<file path="src/rtl/pipeline_hazard_ctrl.sv">
// Stall / flush / halt sequencer for a 5-stage MIPS pipeline.
// Serves MEM-stage redirects, load-use stalls and a debug halt with
// pipeline drain and single-step. Outputs are combinational from the
// registered state and the current inputs.
module pipeline_hazard_ctrl #(
  parameter int DRAIN_CYCLES = 4,
  parameter int CNT_W        = 16
) (
  input  logic             clk,
  input  logic             reset,
  input  logic [4:0]       ifid_rs,
  input  logic [4:0]       ifid_rt,
  input  logic             ifid_uses_rt,
  input  logic             idex_memread,
  input  logic [4:0]       idex_rt,
  input  logic             exmem_redirect,
  input  logic             halt_req,
  input  logic             step_pulse,
  output logic             pc_enable,
  output logic             ifid_enable,
  output logic             ifid_flush,
  output logic             idex_flush,
  output logic             exmem_flush,
  output logic             halted,
  output logic [CNT_W-1:0] stall_cycles,
  output logic [CNT_W-1:0] redirect_count
);

  localparam int DW = $clog2(DRAIN_CYCLES + 1);
  localparam logic [DW-1:0] DRAIN_LOAD = DW'(DRAIN_CYCLES);
  localparam logic [DW-1:0] DRAIN_ONE  = DW'(1);

  typedef enum logic [1:0] {
    ST_RUN    = 2'b00,
    ST_DRAIN  = 2'b01,
    ST_HALTED = 2'b10,
    ST_STEP   = 2'b11
  } state_t;

  state_t           state_q, state_d;
  logic [DW-1:0]    drain_cnt_q, drain_cnt_d;
  logic [CNT_W-1:0] stall_q, stall_d;
  logic [CNT_W-1:0] redir_q, redir_d;
  logic             load_use;

  // A load in ID/EX whose destination is read by the instruction in IF/ID.
  // $zero is never a real dependency.
  always_comb begin
    load_use = idex_memread && (idex_rt != 5'd0) &&
               ((idex_rt == ifid_rs) || (ifid_uses_rt && (idex_rt == ifid_rt)));
  end

  // Next-state and output decode: redirect beats load-use beats halt/step.
  always_comb begin
    state_d     = state_q;
    drain_cnt_d = drain_cnt_q;
    pc_enable   = 1'b0;
    ifid_enable = 1'b0;
    ifid_flush  = 1'b0;
    idex_flush  = 1'b0;
    exmem_flush = 1'b0;
    halted      = 1'b0;
    if (reset) begin
      halted = (state_q == ST_HALTED);
      if (exmem_redirect) begin
        // Squash the three wrong-path slots; PC loads the target.
        pc_enable   = 1'b1;
        ifid_enable = 1'b1;
        ifid_flush  = 1'b1;
        idex_flush  = 1'b1;
        exmem_flush = 1'b1;
        case (state_q)
          ST_RUN: begin
            if (halt_req) begin
              state_d     = ST_DRAIN;
              drain_cnt_d = DRAIN_LOAD;
            end
          end
          ST_DRAIN, ST_STEP: begin
            // Redirect refills the pipe with live work, so restart the drain.
            drain_cnt_d = DRAIN_LOAD;
            if (!halt_req) begin
              state_d = ST_RUN;
            end
          end
          default: begin
            state_d     = ST_DRAIN;
            drain_cnt_d = DRAIN_LOAD;
          end
        endcase
      end else if (load_use) begin
        // One bubble into ID/EX while PC and IF/ID hold; drain count frozen.
        idex_flush = 1'b1;
      end else begin
        case (state_q)
          ST_RUN: begin
            pc_enable   = 1'b1;
            ifid_enable = 1'b1;
            if (halt_req) begin
              // Halt takes effect immediately: this fetch is dropped.
              pc_enable   = 1'b0;
              ifid_flush  = 1'b1;
              state_d     = ST_DRAIN;
              drain_cnt_d = DRAIN_LOAD;
            end
          end
          ST_DRAIN, ST_STEP: begin
            // PC holds, so the dropped instruction is refetched on resume.
            ifid_enable = 1'b1;
            ifid_flush  = 1'b1;
            if (!halt_req) begin
              state_d     = ST_RUN;
              drain_cnt_d = '0;
            end else if (drain_cnt_q <= DRAIN_ONE) begin
              state_d     = ST_HALTED;
              drain_cnt_d = '0;
            end else begin
              drain_cnt_d = drain_cnt_q - DRAIN_ONE;
            end
          end
          default: begin
            ifid_enable = 1'b1;
            ifid_flush  = 1'b1;
            if (!halt_req) begin
              state_d = ST_RUN;
            end else if (step_pulse) begin
              // Let exactly one instruction in, then drain it out.
              pc_enable   = 1'b1;
              ifid_flush  = 1'b0;
              state_d     = ST_STEP;
              drain_cnt_d = DRAIN_LOAD;
            end
          end
        endcase
      end
    end
  end

  // Saturating performance counters.
  always_comb begin
    stall_d = stall_q;
    redir_d = redir_q;
    if (!pc_enable && (stall_q != {CNT_W{1'b1}})) begin
      stall_d = stall_q + 1'b1;
    end
    if (exmem_redirect && (redir_q != {CNT_W{1'b1}})) begin
      redir_d = redir_q + 1'b1;
    end
  end

  // State and counter registers with synchronous active-low reset.
  always_ff @(posedge clk) begin
    if (!reset) begin
      state_q     <= ST_RUN;
      drain_cnt_q <= '0;
      stall_q     <= '0;
      redir_q     <= '0;
    end else begin
      state_q     <= state_d;
      drain_cnt_q <= drain_cnt_d;
      stall_q     <= stall_d;
      redir_q     <= redir_d;
    end
  end

  assign stall_cycles   = stall_q;
  assign redirect_count = redir_q;

endmodule

</file>
<file path="config.mk">
export PLATFORM = sky130hd
export DESIGN_NAME = pipeline_hazard_ctrl
export DESIGN_NICKNAME = d
export VERILOG_FILES = /design/src/rtl/pipeline_hazard_ctrl.sv
export SDC_FILE = /design/constraint.sdc
export NUM_CORES = 1
export LEC_CHECK = 0
export BUFFER_PORTS_ARGS = -buffer_cell sky130_fd_sc_hd__clkbuf_2
export CAP_MARGIN = 10
export CORE_ASPECT_RATIO = 1.4
export CORE_MARGIN = 2
export CORE_UTILIZATION = 52
export CTS_CLUSTER_DIAMETER = 120
export DETAILED_ROUTE_END_ITERATION = 6
export GPL_TIMING_DRIVEN = 0
export PLACE_DENSITY = 0.78
export SYNTH_ARGS = -nofsm -noshare
export SYNTH_HDL_FRONTEND = slang
export SYNTH_SLANG_ARGS = --single-unit
</file>
<file path="constraint.sdc">
create_clock -name clk -period 2.8 [get_ports clk]
set_input_delay 0.56 -clock clk [delete_from_list [all_inputs] [get_ports clk]]
set_output_delay 0.56 -clock clk [all_outputs]
set_load 0.03 [all_outputs]
</file>
# Word level (Yosys, flattened, before mapping)
# Cells that the tools add are included.
[word_totals]
register_bits = 37
input_bits = 22
out_inout_bits = 38
[op_classes]
n_addsub = 3
n_lt_le_gt_ge = 1
eq_ne = 11
muxes = 42
reduce_logical = 14
[op_table]
columns = ["operator", "count"]
rows = [
  ["16-bit by 1-bit adder with 16-bit output, second input constant", 2],
  ["16-bit != test, second input constant", 2],
  ["3-bit two-way mux", 8],
  ["1-bit two-way mux", 21],
  ["2-bit two-way mux", 8],
  ["5-bit equality test", 2],
  ["2-bit one-hot mux with 2 select lines", 2],
  ["4-bit nonzero test", 2],
  ["3-bit != test, second input constant", 2],
  ["3-bit one-hot mux with 2 select lines", 1],
  ["1-bit logical AND", 5],
  ["5-bit by 2-bit != test with 1-bit output, second input constant", 1],
  ["5-bit nonzero test", 1],
  ["2-bit equality test, second input constant", 2],
  ["1-bit one-hot mux with 2 select lines", 2],
  ["4-bit AND reduction", 1],
  ["3-bit by 1-bit less-or-equal comparator with 1-bit output, second input constant", 1],
  ["3-bit AND reduction", 1],
  ["3-bit by 1-bit subtractor with 3-bit output, second input constant", 1],
  ["2-bit by 1-bit equality test with 1-bit output, second input constant", 1],
  ["2-bit logical NOT", 1],
  ["2-bit != test, second input constant", 1],
  ["2-bit OR reduction", 1],
  ["1-bit logical NOT", 1],
  ["1-bit logical OR", 1],
]

# Depth between registers and ports, before layout
[logic_depth]
ltp_word = 9
ltp_mapped = 9
mapped_depth_nobuf = 8

# Worst setup path before layout
# Ideal clock, no wire load.
[synth_timing]
path_kind = "input to output"
start = "input port idex_rt[1]"
end = "output port pc_enable"
t_arrival_ns = 2.050
t_required_ns = 2.240
setup_slack_ns = 0.190
cell_stages = 4
cell_sequence = "or4_1 -> o21ai_2 -> o21ai_1 -> a21oi_1"
[synth_between]
elab_chain_cells = 7
elab_cells_between_ends = 10
[synth_rtl]
columns = ["item", "line_no", "source"]
rows = [
  ["from (decl)", "15", "input logic [4:0] idex_rt,"],
  ["5-bit equality test", "50", "((idex_rt == ifid_rs) || (ifid_uses_rt && (idex_rt == ifid_rt)));"],
  ["1-bit logical AND", "50", ""],
  ["1-bit logical OR", "50", ""],
  ["1-bit logical AND *", "49", "load_use = idex_memread && (idex_rt != 5'd0) &&"],
  ["1-bit two-way mux *", "91", "end else if (load_use) begin"],
  ["1-bit two-way mux *", "65", "if (exmem_redirect) begin"],
  ["1-bit two-way mux *", "63", "if (reset) begin"],
  ["to (decl)", "19", "output logic pc_enable,"],
]
# Mark *: on every way between the ends. The rest lies on a longest branch, timed or not.

# Worst setup path in the final report
[layout_timing]
start = "input port idex_rt[3]"
end = "output port pc_enable"
# Same word-level chain as after synthesis.

==> out/metrics.cfg <==
[die]
fp.dieArea_um2=4503
die_width_um=57.29
start_util_pct=53.20
num_rows=27
ios=60
core_region_area_um2=3885
die-height_um=78.60

[worst_setup_path]
ff2ff_path_depth=9
setup.worst_path.start=idex_rt[3]
worst_path_max_delay_cell=sky130_fd_sc_hd__nor4_1
rr_endpoint=stall_cycles[0]$_SDFFE_PN0P_
crit_path_cell_chain=clkbuf_2 > xor2_1 > nor4_1 > a32oi_2 > o21ai_1 > a21oi_2 > clkbuf_2
regToRegStartpoint=stall_cycles[0]$_SDFFE_PN0P_
cp.required_ps=2240
count_of_cell_instances_traversed_by_the_critical_path=7
crit_top_cell=sky130_fd_sc_hd__clkbuf_2
crit_path_capture=pc_enable
critical-path-max-stage-delay_ps=390
worst_path_dominant_cell_family=compound AO/OA/AOI/OAI gates
worst-path-buf-inv=2
maximum_fanout_encountered_on_the_critical_timing_path=4
worstSetupStartpointType=input port
critPathKind=input port to output port
arrival_ps=2160
crit_path_end_kind=output port
regToRegSetupSlack_ps=540

[place]
io_buffer_count=56
place_congestion=0.8788
hpwlAfterDp_um=3809

[final_layout]
fill_cells=357
multi_input_comb_area_um2=1277
post_route_cells_drive_above_1_share_pct=22.32
final_cell_mix=sky130_fd_sc_hd__clkbuf_2 (56), sky130_fd_sc_hd__dfxtp_1 (37), sky130_fd_sc_hd__nor2_1 (32), sky130_fd_sc_hd__a21oi_1 (24), sky130_fd_sc_hd__o21ai_0 (20)
final_core_utilization_pct=65.51
area_delta_synth_final_pct=23.12
fin_nets=352
most_common_library_cell_in_the_layout_ignoring_fill_and_taps=sky130_fd_sc_hd__clkbuf_2
seqCellArea_um2=740.7
antenna_cells=0

[cts]
clock_latency_at_the_later_pin_of_the_worst_skew_pair_ps=290
tritoncts.num_buffers=5
ctsLongestPathBuffers=2
clock_slew_at_reported_path_ffs_ps=80
cts_tree=yes
clockRootBuffer=sky130_fd_sc_hd__clkbuf_8
cts_htree_levels=2
clkSinkCount=37

[power]
share_comb_of_total_power_pct=12.9
pwr-share-clk_pct=40.8
cellPowerDensity_nw_per_um2=464.7
power_mw=1.183
switchingPower_mw=0.3035
switching_share_pct=25.66
seq_power_share_pct=46.2
cell_int_power_mw=0.8792
ir_drop_mv=0.5180
p_leak_nw=1.016

[timing]
fin_tns_setup_ps=0
timing_hold_violations_final=0
period_minus_slack_ps=2723
final.period_utilization_pct=97.25
worst_pin_slew_ps=560.7
setup-violations-final=0
clock-skew-final_ps=8.041
hold_slack_ps=502.6
slew_violations=0
slew_headroom_pct=62.62
clock.fmax_mhz=367.2

[logic_synthesis]
yosysTopAreaCellShare_pct=35.84
yosysUniqueCellTypes=42
synthesis.area_um2=2067
avgSynthCellArea_um2=7.859
postSynthCellCount=263
post_syn_nets=289
yosysTopAreaCell=sky130_fd_sc_hd__dfxtp_1
ys_top_cells_by_area=sky130_fd_sc_hd__dfxtp_1 (36%), sky130_fd_sc_hd__xor2_1 (7.2%), sky130_fd_sc_hd__a21oi_1 (6.1%)
yosys_warnings=0
yosys_register_bits=37
synth_async_sr_flop_share_pct=0
synth_enable_flop_cells=0
most_instantiated_flip_flop_cell_in_the_synthesis_netlist=sky130_fd_sc_hd__dfxtp_1
register_area_share_after_synthesis_pct=35.84

[grt]
grt_start_max_net_pins=12
grt_antenna_before_repair=0
grt_pass1_wl_um=8314
grt.total_usage_pct=23.12
first_global_vias=1852
global_route.overflow_total=0

[route]
drt.antenna.violating_nets=0
vias_per_cell=5.811
routed-via-count=2150
drt_first_pass_iters=4
routed_wire_per_std_cell_um=13.89
drt-initial-drc-count=95
drt-total-wl_um=5139
count_of_unresolved_drc_violations_after_routing=0

[hold_path]
path_class_of_the_lowest_slack_min_delay_path=flip-flop to flip-flop

[outcome]
run_status=complete, no violations

[run]
maxCapViolCount=0

-- cell families (layout without fill, tap and decap cells) --
group           count (synthesis)  after routing  share of synthesized area (%)
xor+xnor                       21             21                          8.898
compound gates                 60             60                          16.53
mux                             2              2                         0.9686
simple gates                  121            121                          31.72
flops                          37             37                          35.84
buf+inv                        18             82                          3.632
fa+ha+maj                       4              4                          2.421
-- power by group through the flow --
| stage | combinational [mW] | sequential (mW) | clock (mW) |
|---|---|---|---|
| floorplan | 0.0865 | 0.570 | 0 |
| detailed placement | 0.147 | 0.559 | 0 |
| finish | 0.153 | 0.547 | 0.483 |
| CTS | 0.149 | 0.547 | 0.487 |
| global placement | 0.144 | 0.559 | 0 |
| global route | 0.168 | 0.548 | 0.508 |
-- worst min path at each step --
stage,from,cells past startpoint,slack [ps],endpoint
final,stall_cycles[15]$_SDFFE_PN0P_,2,500,stall_cycles[15]$_SDFFE_PN0P_
after global routing,stall_cycles[11]$_SDFFE_PN0P_,2,550,stall_cycles[11]$_SDFFE_PN0P_
after global placement,stall_cycles[8]$_SDFFE_PN0P_,2,480,stall_cycles[8]$_SDFFE_PN0P_
after detailed placement,drain_cnt_q[2]$_SDFFE_PN0P_,2,500,drain_cnt_q[2]$_SDFFE_PN0P_
after CTS,stall_cycles[15]$_SDFFE_PN0P_,2,510,stall_cycles[15]$_SDFFE_PN0P_
after floorplan,drain_cnt_q[2]$_SDFFE_PN0P_,2,460,drain_cnt_q[2]$_SDFFE_PN0P_
-- cell usage after synthesis (2+ instances only) --
master and number:
sky130_fd_sc_hd__nor3_1 7, sky130_fd_sc_hd__a21oi_1 25, sky130_fd_sc_hd__nand3b_1 2, sky130_fd_sc_hd__buf_1 2, sky130_fd_sc_hd__mux2i_1 2, sky130_fd_sc_hd__nor4_4 2, sky130_fd_sc_hd__nand2_1 15, sky130_fd_sc_hd__and4_1 2
sky130_fd_sc_hd__o41ai_1 2, sky130_fd_sc_hd__and3_1 3, sky130_fd_sc_hd__o21ai_0 20, sky130_fd_sc_hd__xnor2_1 4, sky130_fd_sc_hd__dfxtp_1 37, sky130_fd_sc_hd__o21ai_1 3, sky130_fd_sc_hd__nand3_1 18, sky130_fd_sc_hd__nor3b_1 2
sky130_fd_sc_hd__or3_1 16, sky130_fd_sc_hd__clkbuf_1 8, sky130_fd_sc_hd__nor2_1 33, sky130_fd_sc_hd__xor2_1 17, sky130_fd_sc_hd__ha_1 4, sky130_fd_sc_hd__nor4_1 3, sky130_fd_sc_hd__nand4_1 10, sky130_fd_sc_hd__and2_1 2
sky130_fd_sc_hd__inv_1 7
-- state kept, by name, indices dropped and copies added, names as in the netlist --
| name | cells |
|---|---|
| redirect_count | 16 |
| stall_cycles | 16 |
| drain_cnt_q | 3 |
| state_q | 2 |
-- cell type report --
class | instances | area share, %
sequential | 37 | 29.11
clock buffer | 7 | 3.392
clock inverter | 1 | 1.180
timing repair buffer | 56 | 11.01
tap | 43 | 2.114
inverter | 7 | 1.032
multi-input combinational | 208 | 50.20
buffer | 11 | 1.967
-- metal layers --
metal,vias to the layer above,global-route usage (%),routed length (um)
li1,1081,-,-
met1,1011,25.84,2117
met2,49,42.30,2735
met3,9,5.107,217
met4,0,7.674,69
met5,-,0,0
-- worst register-to-register path, cell delays in order (launching register included) --
cell	delay (ps)
sky130_fd_sc_hd__dfxtp_1	390
sky130_fd_sc_hd__ha_1	270
sky130_fd_sc_hd__nand4_1	200
sky130_fd_sc_hd__nor4_4	400
sky130_fd_sc_hd__or3_1	170
sky130_fd_sc_hd__o21ai_1	90
sky130_fd_sc_hd__nor2_1	250
sky130_fd_sc_hd__buf_6	170
sky130_fd_sc_hd__xor2_1	150
sky130_fd_sc_hd__nor2_1	50
-- through the flow --
step,cell area (um2),cells,setup WS (ps)
final,2545,370,76.96
after global routing,2545,370,-23.75
after CTS,2522,370,21.73
after detailed placement,2401,362,4.290
after global placement,2401,362,3.303
after floorplan,2067,263,190.1
-- timing repair --
action | 4_1_cts | 5_1_grt
hold buffers | 0 | 0
endpoints found under the setup margin | 1 | 3
gates cloned | 0 | 0
setup buffers | 0 | 0
pin swaps | 0 | 0
resized for setup | 1 | 6
Note: power is estimated with default switching activity, not from simulation.
